<file path="src/rtl/keypad_pkg.sv">
// Shared types and constants for the keypad/button front-end conditioning stage.
// Optional build macro: KEYPAD_REPEAT_EN (auto-repeat strobes while a key is held).
package keypad_pkg;

  localparam int KEY_W = 10;

  // Idle (reset) levels of the debounced outputs.
  localparam logic [KEY_W-1:0] KEY_IDLE = '0;
  localparam logic             BTN_IDLE = 1'b1;

  typedef enum logic [1:0] {
    IDLE     = 2'd0,
    DEBOUNCE = 2'd1,
    HELD     = 2'd2,
    RELEASE  = 2'd3
  } key_state_e;

  // True when exactly one key line is asserted.
  function automatic logic is_one_hot(input logic [KEY_W-1:0] v);
    return (v != '0) && ((v & (v - {{(KEY_W-1){1'b0}}, 1'b1})) == '0);
  endfunction

endpackage

</file>
<file path="src/rtl/button_debounce.sv">
// Two-flop synchroniser plus counter debouncer for one active-low push button.
// The output only flips after the synced input has disagreed with it for
// DEBOUNCE_CYCLES+1 consecutive samples, giving the same latency as the keypad path.
module button_debounce
  import keypad_pkg::*;
#(
  parameter int DEBOUNCE_CYCLES = 4
) (
  input  logic clock,
  input  logic resetn,
  input  logic raw,
  output logic level
);

  localparam int CNT_W = $clog2(DEBOUNCE_CYCLES + 1);
  localparam logic [CNT_W-1:0] DEB_MAX = CNT_W'(DEBOUNCE_CYCLES);

  logic             sync1;
  logic             sync2;
  logic [CNT_W-1:0] cnt;

  // Bring the asynchronous button line into the clock domain.
  always_ff @(posedge clock or negedge resetn) begin
    if (!resetn) begin
      sync1 <= BTN_IDLE;
      sync2 <= BTN_IDLE;
    end else begin
      sync1 <= raw;
      sync2 <= sync1;
    end
  end

  // Count disagreeing samples; any agreeing sample restarts the count.
  always_ff @(posedge clock or negedge resetn) begin
    if (!resetn) begin
      level <= BTN_IDLE;
      cnt   <= '0;
    end else if (sync2 == level) begin
      cnt <= '0;
    end else if (cnt == DEB_MAX) begin
      level <= ~level;
      cnt   <= '0;
    end else begin
      cnt <= cnt + {{(CNT_W-1){1'b0}}, 1'b1};
    end
  end

endmodule

</file>
<file path="src/rtl/keypad_debouncer.sv">
// Keypad and button conditioning ahead of the microwave top level.
// Synchronises the raw 10-key pad, accepts only single-key presses that stay
// stable, and emits a one-hot level plus a one-cycle strobe per press.
// Optional build macro: KEYPAD_REPEAT_EN adds auto-repeat strobes every
// REPEAT_CYCLES cycles while a key is held.
// Handshake: key_strobe is a pure one-cycle valid with no ready; keypad is
// stable whenever key_strobe is high and the consumer must take it that cycle.
module keypad_debouncer
  import keypad_pkg::*;
#(
  parameter int DEBOUNCE_CYCLES = 4,
  parameter int REPEAT_CYCLES   = 8
) (
  input  logic             clock,
  input  logic             resetn,
  input  logic [KEY_W-1:0] keypad_raw,
  input  logic             startn_raw,
  input  logic             stopn_raw,
  input  logic             clearn_raw,
  output logic [KEY_W-1:0] keypad,
  output logic             key_strobe,
  output logic             startn,
  output logic             stopn,
  output logic             clearn,
  output key_state_e       dbg_state
);

  localparam int CNT_MAX = (DEBOUNCE_CYCLES > REPEAT_CYCLES) ? DEBOUNCE_CYCLES : REPEAT_CYCLES;
  localparam int CNT_W   = $clog2(CNT_MAX + 1);
  localparam logic [CNT_W-1:0] DEB_MAX = CNT_W'(DEBOUNCE_CYCLES);
  localparam logic [CNT_W-1:0] ONE     = {{(CNT_W-1){1'b0}}, 1'b1};

  logic [KEY_W-1:0] ks_s1;
  logic [KEY_W-1:0] ks;
  key_state_e       state;
  key_state_e       state_next;
  logic [KEY_W-1:0] code;
  logic [KEY_W-1:0] code_next;
  logic [CNT_W-1:0] cnt;
  logic [CNT_W-1:0] cnt_next;
  logic [KEY_W-1:0] keypad_next;
  logic             strobe_next;
  logic             rep_fire;

  // Two-flop synchroniser for the key lines.
  always_ff @(posedge clock or negedge resetn) begin
    if (!resetn) begin
      ks_s1 <= KEY_IDLE;
      ks    <= KEY_IDLE;
    end else begin
      ks_s1 <= keypad_raw;
      ks    <= ks_s1;
    end
  end

  // State register together with the registered key outputs.
  always_ff @(posedge clock or negedge resetn) begin
    if (!resetn) begin
      state      <= IDLE;
      code       <= KEY_IDLE;
      cnt        <= '0;
      keypad     <= KEY_IDLE;
      key_strobe <= 1'b0;
    end else begin
      state      <= state_next;
      code       <= code_next;
      cnt        <= cnt_next;
      keypad     <= keypad_next;
      key_strobe <= strobe_next;
    end
  end

  // Next-state logic: a key must stay the only key for the whole debounce
  // window, and a release must stay clean for the same window.
  always_comb begin
    state_next = state;
    code_next  = code;
    cnt_next   = cnt;
    unique case (state)
      IDLE: begin
        if (is_one_hot(ks)) begin
          code_next  = ks;
          cnt_next   = ONE;
          state_next = DEBOUNCE;
        end
      end
      DEBOUNCE: begin
        if (ks != code) begin
          cnt_next   = '0;
          state_next = IDLE;
        end else if (cnt == DEB_MAX) begin
          cnt_next   = '0;
          state_next = HELD;
        end else begin
          cnt_next = cnt + ONE;
        end
      end
      HELD: begin
        if (ks == '0) begin
          cnt_next   = ONE;
          state_next = RELEASE;
        end
      end
      RELEASE: begin
        if (ks != '0) begin
          cnt_next   = '0;
          state_next = HELD;
        end else if (cnt == DEB_MAX) begin
          cnt_next   = '0;
          state_next = IDLE;
        end else begin
          cnt_next = cnt + ONE;
        end
      end
      default: begin
        cnt_next   = '0;
        state_next = IDLE;
      end
    endcase
  end

`ifdef KEYPAD_REPEAT_EN
  localparam logic [CNT_W-1:0] REP_LAST = CNT_W'(REPEAT_CYCLES - 1);

  logic [CNT_W-1:0] rep;
  logic [CNT_W-1:0] rep_next;

  // Repeat counter runs only while staying in HELD; any exit clears it, so a
  // return from RELEASE restarts the repeat period from zero.
  always_comb begin
    rep_next = '0;
    rep_fire = 1'b0;
    if (state == HELD && state_next == HELD) begin
      if (rep == REP_LAST) begin
        rep_fire = 1'b1;
      end else begin
        rep_next = rep + ONE;
      end
    end
  end

  // Repeat counter register.
  always_ff @(posedge clock or negedge resetn) begin
    if (!resetn) begin
      rep <= '0;
    end else begin
      rep <= rep_next;
    end
  end
`else
  assign rep_fire = 1'b0;
`endif

  // Output logic: the level follows the accepted code while held or releasing.
  always_comb begin
    keypad_next = KEY_IDLE;
    if (state_next == HELD || state_next == RELEASE) begin
      keypad_next = code_next;
    end
    strobe_next = ((state == DEBOUNCE) && (state_next == HELD)) || rep_fire;
    dbg_state   = state;
  end

  button_debounce #(.DEBOUNCE_CYCLES(DEBOUNCE_CYCLES)) u_start (
    .clock  (clock),
    .resetn (resetn),
    .raw    (startn_raw),
    .level  (startn)
  );

  button_debounce #(.DEBOUNCE_CYCLES(DEBOUNCE_CYCLES)) u_stop (
    .clock  (clock),
    .resetn (resetn),
    .raw    (stopn_raw),
    .level  (stopn)
  );

  button_debounce #(.DEBOUNCE_CYCLES(DEBOUNCE_CYCLES)) u_clear (
    .clock  (clock),
    .resetn (resetn),
    .raw    (clearn_raw),
    .level  (clearn)
  );

endmodule

</file>
<file path="config.mk">
export PLATFORM = sky130hd
export DESIGN_NAME = keypad_debouncer
export DESIGN_NICKNAME = d
export VERILOG_FILES = /design/src/rtl/keypad_pkg.sv /design/src/rtl/button_debounce.sv /design/src/rtl/keypad_debouncer.sv
export SDC_FILE = /design/constraint.sdc
export NUM_CORES = 1
export LEC_CHECK = 0
export ABC_AREA = 0
export BUFFER_PORTS_ARGS = -buffer_cell sky130_fd_sc_hd__buf_2
export CAP_MARGIN = 20
export CORE_MARGIN = 4
export CORE_UTILIZATION = 55
export DETAILED_ROUTE_END_ITERATION = 16
export PLACE_DENSITY = 0.76
export SKIP_LAST_GASP = 1
export SYNTH_ARGS = -nofsm -noshare
export SYNTH_HDL_FRONTEND = slang
export SYNTH_SLANG_ARGS = --single-unit
</file>
<file path="constraint.sdc">
create_clock -name clock -period 4 [get_ports clock]
set_clock_uncertainty 0.1 [all_clocks]
set_input_delay 0.4 -clock clock [delete_from_list [all_inputs] [get_ports clock]]
set_output_delay 0.4 -clock clock [all_outputs]
set_load 0.02 [all_outputs]
</file>
==> impl_metrics.tcl <==
set metrics [dict create \
    status "completed" \
    critPathMaxStageDelay_ns 0.53 \
    area_growth_pct 18.6 \
    clock_sink_count 65 \
    initial_core_util 0.574 \
    startpoint "ks[0]" \
    fin_nets 249 \
    place_area_mm2 0.00273 \
    grt_pass1_vias 1497 \
    layout_min_cycle_time_ns 2.86 \
    io_pins 31 \
    grt_max_degree 66 \
    fin_area_mm2 0.00298 \
    post-place-cells 267 \
    ant_nets 0 \
    numPortBuffers 30 \
    synth-async-reset-ratio 1.00 \
    dp_hpwl_um 2580 \
    clock_path_buffers 2 \
    yosysUniqueCellTypes 37 \
    avgViaCountPerCell 5.15 \
    drt-initial-drc-count 50 \
    die_area_mm2 0.00572 \
    power_density_mw_per_mm2 583 \
    critPathKind "flip-flop to flip-flop" \
    numCtsBuffers 9 \
    final_max_slew_viol_count 0 \
    syn_nets 208 \
    postCtsSetupRepairBufs 0 \
    slew_headroom 0.462 \
    synthCells 185 \
    yosys_register_bits 65 \
    r2r-end "keypad[2]" \
    cpMaxStageDelayCell "a211oi_4" \
    reg2regPathDepth 6 \
    cts_root_buf "clkbuf_8" \
    tightest_slew_ns 0.808 \
    holdBufCountCts 0 \
    path_max_fanout 10 \
    arrival_ns 2.99 \
    holdPathStages 1 \
    yosys.area.top_type_share 0.557 \
    layout_common_cells "dfrtp_1 (56), buf_2 (30), mux2_2 (14)" \
    layout-drive-gt1-share 0.307 \
    crit_path_end_kind "flip-flop" \
    routedWlPerCell_um 13.6 \
    worst-r2r-setup-slack_ns 1.14 \
    layout_commonest_cell "dfrtp_1" \
    die_y_um 75.6 \
    cp_data_required_time_ns 4.13 \
    setup.worst_path.start_class "flip-flop" \
    tritoncts "yes" \
    ys_warn_count 0 \
    clock_latency_ns 0.34 \
    fp.dieW_um 75.6 \
    leakagePower_uw 0.00149 \
    drv_cap 0 \
    fin_hold_ws_ns 0.0492 \
    grt_pass1_wl_um 6800 \
    holdPathEnd "u_start.sync1" \
    synth_edf_count 0 \
    rows 24 \
    design.core.area_mm2 0.00438 \
    fin_setup_tns_ns 0 \
    synth-seq-area-share 0.651 \
    layout.cells.non_filler 283 \
    ir_drop_mv 0.380 \
    cp_common_cell "mux2_2" \
    regArea_mm2 0.00164 \
    diodes 0 \
    grt-ovfl-total 0 \
    rr_startpoint "ks[0]" \
    grtUsageTotal 0.167 \
    synth_area_leaders "dfrtp_1 (56%), dfstp_2 (9.4%), mux2_2 (6.3%), ha_1 (4.0%), xor2_1 (3.8%)" \
    setup-violations-final 0 \
    synth.avg_cell_area_um2 13.6 \
    path_clk_slew_ns 0.08 \
    rsz0062_at_grt "false" \
    antenna_found_initial 0 \
    syn-cell-area_mm2 0.00251 \
    min_from "startn_raw" \
    cts-resized-gates 0 \
    wirelength_um 3850 \
    synth_area_leader_cell "dfrtp_1" \
    fmax_ghz 0.349 \
    finalHoldViolCount 0 \
    htree_num_levels 3 \
    timing.final.crit_share 0.716 \
    vias 1457 \
    post-route-drc-count 0 \
    filler_cell_count 320 \
    dr.pass1.iters 4 \
    synthFlopType "dfrtp_1" \
    path_cells "or4_1 > nor2_1 > mux2_2 > a211oi_4 > mux2_2 > and2b_1" \
    hp-class "primary input to flip-flop" \
    gp_congestion 0.794 \
    multi_input_area_um2 832 \
]
==> layer usage <==
layer	part of all wire	track usage
met1	0.44	0.194
met2	0.47	0.260
met3	0.065	0.0739
met4	0.020	0.0951
met5	0	0
==> power by group <==
part / switching (uW) / leakage [uW] / internal (uW)
Combinational: 135 / 0.000551 / 117
Sequential: 59.9 / 0.000816 / 748
Clock: 260 / 0.000120 / 419
Total: 454 / 0.00149 / 1280
==> synth_stat cells, types with 2 or more instances <==
library cell,count
dfrtp_1,56
mux2_2,14
inv_1,11
xor2_1,11
and2b_1,10
nor2_1,10
dfstp_2,9
ha_1,8
nand2_1,7
a21oi_1,5
nand3_1,4
nor2b_1,4
nor3_1,4
and2_1,3
nor3b_1,3
xnor2_1,3
nor4_1,2
o21ai_0,2
==> cells by family (layout without fill, tap and decap cells) <==
kind of cell,after synthesis,count (layout),synth area share
flops,65,65,0.651
simple gates,52,52,0.117
fa+ha+maj,9,9,0.0438
buf+inv,12,58,0.0179
compound gates,18,18,0.0542
mux,15,15,0.0667
xor+xnor,14,14,0.0488
==> metrics by stage <==
| step | setup WS, ns | utilization | total power [uW] |
|---|---|---|---|
| floorplan | 1.36 | - | 993 |
| global placement | 1.18 | 0.624 | 1060 |
| detailed placement | 1.15 | 0.624 | 1070 |
| CTS | 1.12 | 0.680 | 1760 |
| global route | 1.01 | 0.680 | 1840 |
| finish | 1.14 | 0.680 | 1740 |
==> flip-flops by register name, summed over array words and instances (netlist names), 2 cells and up <==
register	count
cnt	4
code	10
dbg_state	2
keypad	10
ks	10
ks_s1	10
u_clear.cnt	3
u_start.cnt	3
u_stop.cnt	3
==> layout make-up <==
class / count / area share
timing repair buffer: 31 / 0.0529
clock inverter: 7 / 0.0415
clock buffer: 9 / 0.0415
inverter: 11 / 0.0138
multi-input combinational: 108 / 0.279
sequential: 65 / 0.549
tap: 52 / 0.0218
==> worst max path at each step <==
stage / end / slack (ns) / cells past startpoint
3_5_place_dp: keypad[6] / 1.15 / 6
6_report: keypad[2] / 1.14 / 6
5_1_grt: keypad[4] / 1.01 / 6
3_3_place_gp: keypad[2] / 1.18 / 6
2_1_floorplan: keypad[0] / 1.36 / 6
4_1_cts: keypad[2] / 1.12 / 6
==> critical path: cells and delay by family (launching register included) <==
family | cells | cell delay, ns
flip-flops | 1 | 0.42
multiplexers | 2 | 0.81
AO/OA/AOI/OAI | 1 | 0.53
AND/OR/NAND/NOR | 3 | 0.88
Power figures use the tool's default switching activity.
